## config.mk

```make
export PLATFORM = sky130hd
export DESIGN_NAME = fc_frame_rx
export DESIGN_NICKNAME = d
export VERILOG_FILES = /design/src/rtl/fc_frame_rx.sv
export SDC_FILE = /design/constraint.sdc
export NUM_CORES = 1
export LEC_CHECK = 0
export BUFFER_PORTS_ARGS = -buffer_cell sky130_fd_sc_hd__buf_2
export CAP_MARGIN = 20
export CORE_UTILIZATION = 55
export CTS_BUF_LIST = sky130_fd_sc_hd__clkbuf_4 sky130_fd_sc_hd__clkbuf_8
export DETAILED_ROUTE_END_ITERATION = 12
export GPL_ROUTABILITY_DRIVEN = 0
export PLACE_DENSITY = 0.75
export SYNTH_ARGS = -nofsm -noshare
export SYNTH_HDL_FRONTEND = slang
export SYNTH_SLANG_ARGS = --single-unit
export TNS_END_PERCENT = 20
```

## constraint.sdc

```tcl
create_clock -name clk -period 4.9 [get_ports clk]
set_input_delay 0.98 -clock clk [delete_from_list [all_inputs] [get_ports clk]]
set_output_delay 0.98 -clock clk [all_outputs]
set_load 0.01 [all_outputs]
```

## src/rtl/fc_frame_rx.sv

```systemverilog
// fc_frame_rx: delineates Fibre Channel frames (SOF..EOF) from a 32-bit
// 8b/10b-decoded word stream and delivers them on an Avalon-ST source
// through a show-ahead FIFO. Corrupt, truncated, over-long or overflowed
// frames are closed with an abort marker so every delivered frame has
// exactly one sop and one eop.
module fc_frame_rx #(
    parameter int FIFO_DEPTH = 16,
    parameter int MAX_WORDS  = 540
) (
    input  logic        clk,
    input  logic        reset_n,
    input  logic [31:0] in_data,
    input  logic [3:0]  in_datak,
    input  logic        in_valid,
    input  logic        link_active,
    output logic [31:0] out_data,
    output logic        out_valid,
    input  logic        out_ready,
    output logic        out_startofpacket,
    output logic        out_endofpacket,
    output logic        out_error,
    output logic [15:0] frames_ok,
    output logic [15:0] frames_err
);

    localparam int AW  = $clog2(FIFO_DEPTH);
    localparam int CW  = $clog2(FIFO_DEPTH + 1);
    localparam int WCW = $clog2(MAX_WORDS + 1);

    typedef enum logic [1:0] {HUNT, FRAME, ABORT_PEND} state_t;

    // FIFO entry layout: {sop, eop, err, data}
    localparam logic [34:0] ABORT_ENTRY = {3'b011, 32'h0};

    // input register
    logic [31:0]    in_data_q, in_data_d;
    logic [3:0]     in_datak_q, in_datak_d;
    logic           in_valid_q, in_valid_d;

    // framing state
    state_t         state_q, state_d;
    logic [WCW-1:0] wc_q, wc_d;
    logic [15:0]    ok_q, ok_d;
    logic [15:0]    err_q, err_d;

    // FIFO storage; the output register is the head entry and counts
    // toward occupancy
    logic [34:0]    fifo_mem_q [FIFO_DEPTH];
    logic [AW-1:0]  wr_ptr_q, wr_ptr_d;
    logic [AW-1:0]  rd_ptr_q, rd_ptr_d;
    logic [CW-1:0]  cnt_q, cnt_d;
    logic           out_valid_q, out_valid_d;
    logic [34:0]    out_entry_q, out_entry_d;

    logic           word_ok, is_sof, is_eof, is_data;
    logic [7:0]     b3, b2, b1, b0;
    logic [CW-1:0]  occ;
    logic           full, pop, load;
    logic           push;
    logic [34:0]    push_entry;
    logic           ok_inc, err_inc;

    // word classification on the registered input
    always_comb begin
        b3      = in_data_q[31:24];
        b2      = in_data_q[23:16];
        b1      = in_data_q[15:8];
        b0      = in_data_q[7:0];
        word_ok = in_valid_q & link_active;
        is_sof  = word_ok && in_datak_q == 4'b1000 && b3 == 8'hBC && b2 == 8'hB5
                  && b1 == b0 && (b1 == 8'h56 || b1 == 8'h36);
        is_eof  = word_ok && in_datak_q == 4'b1000 && b3 == 8'hBC
                  && (b2 == 8'h95 || b2 == 8'hB5)
                  && b1 == b0 && (b1 == 8'h75 || b1 == 8'hD5);
        is_data = word_ok && in_datak_q == 4'b0000;
    end

    // framing decisions; "full" is occupancy before any pop this cycle
    always_comb begin
        in_data_d  = in_data;
        in_datak_d = in_datak;
        in_valid_d = in_valid;
        occ        = cnt_q + CW'(out_valid_q);
        full       = (occ == CW'(FIFO_DEPTH));
        state_d    = state_q;
        wc_d       = wc_q;
        push       = 1'b0;
        push_entry = ABORT_ENTRY;
        ok_inc     = 1'b0;
        err_inc    = 1'b0;
        case (state_q)
            HUNT: begin
                if (is_sof) begin
                    if (full) begin
                        err_inc = 1'b1;
                    end else begin
                        push       = 1'b1;
                        push_entry = {3'b100, in_data_q};
                        wc_d       = WCW'(1);
                        state_d    = FRAME;
                    end
                end
            end
            FRAME: begin
                if (is_data && wc_q != WCW'(MAX_WORDS - 1)) begin
                    if (full) begin
                        state_d = ABORT_PEND;
                    end else begin
                        push       = 1'b1;
                        push_entry = {3'b000, in_data_q};
                        wc_d       = wc_q + WCW'(1);
                    end
                end else if (is_eof) begin
                    if (full) begin
                        state_d = ABORT_PEND;
                    end else begin
                        push       = 1'b1;
                        push_entry = {3'b010, in_data_q};
                        ok_inc     = 1'b1;
                        state_d    = HUNT;
                    end
                end else begin
                    // SOF, stray K, invalid word or length limit hit
                    if (full) begin
                        state_d = ABORT_PEND;
                    end else begin
                        push    = 1'b1;
                        err_inc = 1'b1;
                        state_d = HUNT;
                    end
                end
            end
            ABORT_PEND: begin
                if (!full) begin
                    push    = 1'b1;
                    err_inc = 1'b1;
                    state_d = HUNT;
                end
            end
            default: state_d = HUNT;
        endcase
        ok_d  = (ok_inc  && ok_q  != 16'hFFFF) ? ok_q  + 16'd1 : ok_q;
        err_d = (err_inc && err_q != 16'hFFFF) ? err_q + 16'd1 : err_q;
    end

    // FIFO pointers and show-ahead output register
    always_comb begin
        pop         = out_valid_q & out_ready;
        load        = (cnt_q != '0) && (!out_valid_q || out_ready);
        cnt_d       = cnt_q + CW'(push) - CW'(load);
        wr_ptr_d    = wr_ptr_q + AW'(push);
        rd_ptr_d    = rd_ptr_q + AW'(load);
        out_valid_d = out_valid_q;
        out_entry_d = out_entry_q;
        if (load) begin
            out_valid_d = 1'b1;
            out_entry_d = fifo_mem_q[rd_ptr_q];
        end else if (pop) begin
            out_valid_d = 1'b0;
            out_entry_d = '0;
        end
    end

    // FIFO storage array, written only on push (contents need no reset)
    always_ff @(posedge clk) begin
        if (push) fifo_mem_q[wr_ptr_q] <= push_entry;
    end

    // all control state, counters and registered outputs
    always_ff @(posedge clk or negedge reset_n) begin
        if (!reset_n) begin
            in_data_q   <= '0;
            in_datak_q  <= '0;
            in_valid_q  <= 1'b0;
            state_q     <= HUNT;
            wc_q        <= '0;
            ok_q        <= '0;
            err_q       <= '0;
            wr_ptr_q    <= '0;
            rd_ptr_q    <= '0;
            cnt_q       <= '0;
            out_valid_q <= 1'b0;
            out_entry_q <= '0;
        end else begin
            in_data_q   <= in_data_d;
            in_datak_q  <= in_datak_d;
            in_valid_q  <= in_valid_d;
            state_q     <= state_d;
            wc_q        <= wc_d;
            ok_q        <= ok_d;
            err_q       <= err_d;
            wr_ptr_q    <= wr_ptr_d;
            rd_ptr_q    <= rd_ptr_d;
            cnt_q       <= cnt_d;
            out_valid_q <= out_valid_d;
            out_entry_q <= out_entry_d;
        end
    end

    assign out_valid         = out_valid_q;
    assign out_startofpacket = out_entry_q[34];
    assign out_endofpacket   = out_entry_q[33];
    assign out_error         = out_entry_q[32];
    assign out_data          = out_entry_q[31:0];
    assign frames_ok         = ok_q;
    assign frames_err        = err_q;

endmodule

```

==> run_results.csv <==
group,metric,value,unit
run_status,status,"finished, final reports clean",
sta,hold_viol,0,
layout,drive_above_1_share,34.8,%
grt,grt_overflow,0,
sta,slew_headroom,31.5,%
synthesis,ys_ff_latch,690,
grt,grt_pass1_vias,14400,
synthesis,synth_edf_count,560,
layout,final_cells,2203,
placed_design,placedInstanceArea,0.0285,mm²
grt,grt_max_degree,70,
drt,drtAntennaViolNets,0,
clocking,tritoncts,"built",
floorplanning,io-pin-count,109,
clocking,numClockSinks,690,
synthesis,synth-seq-area-share,74.4,%
layout,final_core_util,64.6,%
placed_design,place_inst,1997,
clocking,cts_resized,0,
placed_design,numPortBuffers,108,
critical_path,worstPathArrival,4.19,ns
critical_path,required,5.29,ns
grt,antenna_found_initial,3,
drt,routed_via_density,6.16,
sta,clock_skew,0.0306,ns
drt,vias,13600,
synthesis,synth-main-ff-cell,"edfxtp_1",
floorplanning,dieWidth,223,µm
drt,first_iter_violations,1416,
grt,groute.usage.overall,24.6,%
sta,timing.fmax,264,MHz
floorplanning,row_count,80,
job,drv_cap,0,
drt,first_pass_iters,5,
placed_design,dp_hpwl,33100,µm
power,cellLeakagePower,9.82,nW
clocking,numCtsBuffers,108,
synthesis,synth_fp_nets,1360,
sta,drv_slew,0,
clocking,postCtsHoldBufs,0,
layout,stdcell_area,0.0310,mm²
sta,setup_viol,0,
synthesis,synth_cell_types,68,
floorplanning,start_util,56.2,%
critical_path,path_class,"flip-flop to flip-flop",
layout,syn2layout_area_growth,15.1,%
clocking,htree_levels,3,
critical_path,cp_max_fo,20,
synthesis,syn_inst,1297,
sta,rsz0062_at_grt,"false",
power,worst_ir_drop_vdd,0.329,mV
power,power.density,468,mW/mm²
floorplanning,die_h,223,µm
critical_path,critPathCaptureType,"flip-flop",
clocking,cts_root_buf,"clkbuf_8",
sta,whs,0.295,ns
sta,period_needed,3.79,ns
sta,min_period_over_period,77.4,%
synthesis,async_flop_share,18.8,%
critical_path,start_kind,"flip-flop",
clocking,post_cts_buffers,0,
grt,grt_pass1_wl,89000,µm
layout,n_antenna_cell,0,
synthesis,syn_avg_cell_area,20.8,µm²
layout,nets,1555,
clocking,clk_latency,0.71,ns
floorplanning,core,0.0480,mm²
sta,worstMarginPinSlew,1.03,ns
synthesis,yosysWarnings,0,
floorplanning,dieArea,0.0499,mm²
clocking,cts_buffer_depth,3,
drt,drcViolationCount,0,
drt,wl_per_cell,26.8,µm
synthesis,synthesis.area,0.0270,mm²
sta,fin_tns_setup,0,ns
drt,routed_wl,59100,µm
clocking,clkSlewWorstSetupHoldPaths,0.06,ns
worst_hold_path,hp-class,"primary input to asynchronous set/reset pin",
==> critical path, stage by stage (launching register included) <==
cell and delay (ns):
dfrtp_1 0.46, nor4bb_1 0.73, nand4_1 0.27, nor4_4 0.25
o211ai_1 0.19, inv_1 0.14, nand3_1 0.30, nor2_4 0.79
buf_4 0.34
==> where the power goes <==
group | internal (W) | switching (W)
Sequential | 0.00644 | 0.000425
Combinational | 0.00116 | 0.00105
Clock | 0.00322 | 0.00223
Total | 0.0108 | 0.00370
==> Yosys cell counts (2+ instances only) <==
master    count  area share [%]
clkbuf_1     24            0.33
and3b_1       5            0.16
nand2_1      29            0.40
nor3_2        2           0.074
and4b_1       2           0.074
nor3_1       14            0.26
or3_1         2           0.046
a31oi_1       7            0.16
dfrtp_1     130              12
nand2b_1      8            0.19
nor4_2        5            0.23
nor4_4        3            0.24
nor4_1        4           0.093
nor2_1       38            0.53
o31ai_1       8            0.22
inv_1        17            0.24
a22o_1       35             1.1
mux4_2      175              15
nor4b_1       4            0.13
ha_1         21            0.97
nand4_1      13            0.30
a21o_1        4            0.11
nand3_1      19            0.35
buf_4         2           0.056
xor2_1       31             1.0
o21ai_0       4           0.074
buf_2        23            0.43
xnor2_1      13            0.42
edfxtp_1    560              62
and4_1        3           0.097
and3_1        4           0.093
a21oi_1       8            0.15
nor3b_1       4            0.11
nor2b_1      34            0.79
mux2_2        3            0.13
buf_1         7           0.097
==> logic make-up (layout without fill, tap and decap cells) <==
family / Yosys count / in the layout / share of synthesized area, %
xor gates and xnor gates: 44 / 44 / 1.43
AOI/OAI and AO/OA: 79 / 79 / 2.28
DFF: 690 / 690 / 74.4
muxes: 180 / 180 / 14.8
and+or+nand+nor: 207 / 207 / 4.83
buffers and inverters: 75 / 366 / 1.22
adders and majority gates: 22 / 22 / 1.05
==> layer usage <==
layer	up-vias	global-route usage, %	share of wire, %
met1	7099	32.9	38
li1	5728	-	-
met5	-	0	0.015
met3	104	5.65	8.5
met4	2	8.15	2.5
met2	640	40.5	50
==> cell type report <==
type / count / area (µm²)
flip-flops and latches: 690 / 20100
clock buffers: 158 / 2010
clock inverters: 48 / 524
repair buffers: 142 / 890
multi-input cells: 532 / 6710
fillers: 3109 / 17000
well taps: 615 / 769
inverters: 18 / 67.6
==> registers in the layout, indices dropped and copies added (netlist names) <==
signal and cells:
fifo_mem_q 560, out_entry_q 35, in_data_q 32, frames_err 16
frames_ok 16, wc_q 10, cnt_q 5, in_datak_q 4
rd_ptr_q 4, wr_ptr_q 4, state_q 2, in_valid_q 1
out_valid 1
==> stage by stage <==
| stage | power [W] | setup slack [ns] |
|---|---|---|
| after CTS | 0.0147 | 1.18 |
| final | 0.0145 | 1.11 |
| after detailed placement | 0.00924 | 1.09 |
| after global routing | 0.0151 | 0.976 |
| after floorplan | 0.00851 | -0.00691 |
| after global placement | 0.00921 | 1.18 |
==> placed cells by master (no fill, tap or decap), types with 5 or more instances in the layout <==
cell type and count:
nor3_1 11, buf_4 27, ha_1 21, clkbuf_8 131, nor4_2 5, xnor2_1 13
inv_1 17, nand3_1 19, bufinv_16 11, nand4_1 13, nor2b_1 33, clkinv_1 19
edfxtp_1 560, nor2_4 9, mux4_2 175, nor2_1 29, nand2b_1 8, a31oi_1 6
nand2_1 29, clkbuf_4 27, o31ai_1 8, dfrtp_1 126, xor2_1 31, clkinv_2 12
a21oi_1 8, nor3_2 5, a22o_1 35, buf_2 107, buf_12 7
==> final timing paths <==
path / slack [ns] / end / startpoint / cells past startpoint
worst max-delay path: 1.11 / fifo_mem_q[15][25] / in_data_q[15] / 8
min in group clk: 0.38 / in_data_q[10] / in_data[10] / 1
worst min register to register: 0.48 / frames_ok[9] / frames_ok[9] / 1
worst min-delay path: 0.30 / out_entry_q[30] / reset_n / 1
worst max register to register: 1.11 / fifo_mem_q[15][25] / in_data_q[15] / 8
max in group asynchronous: 3.56 / in_data_q[21] / reset_n / 2
(Power assumes the default switching activity.)
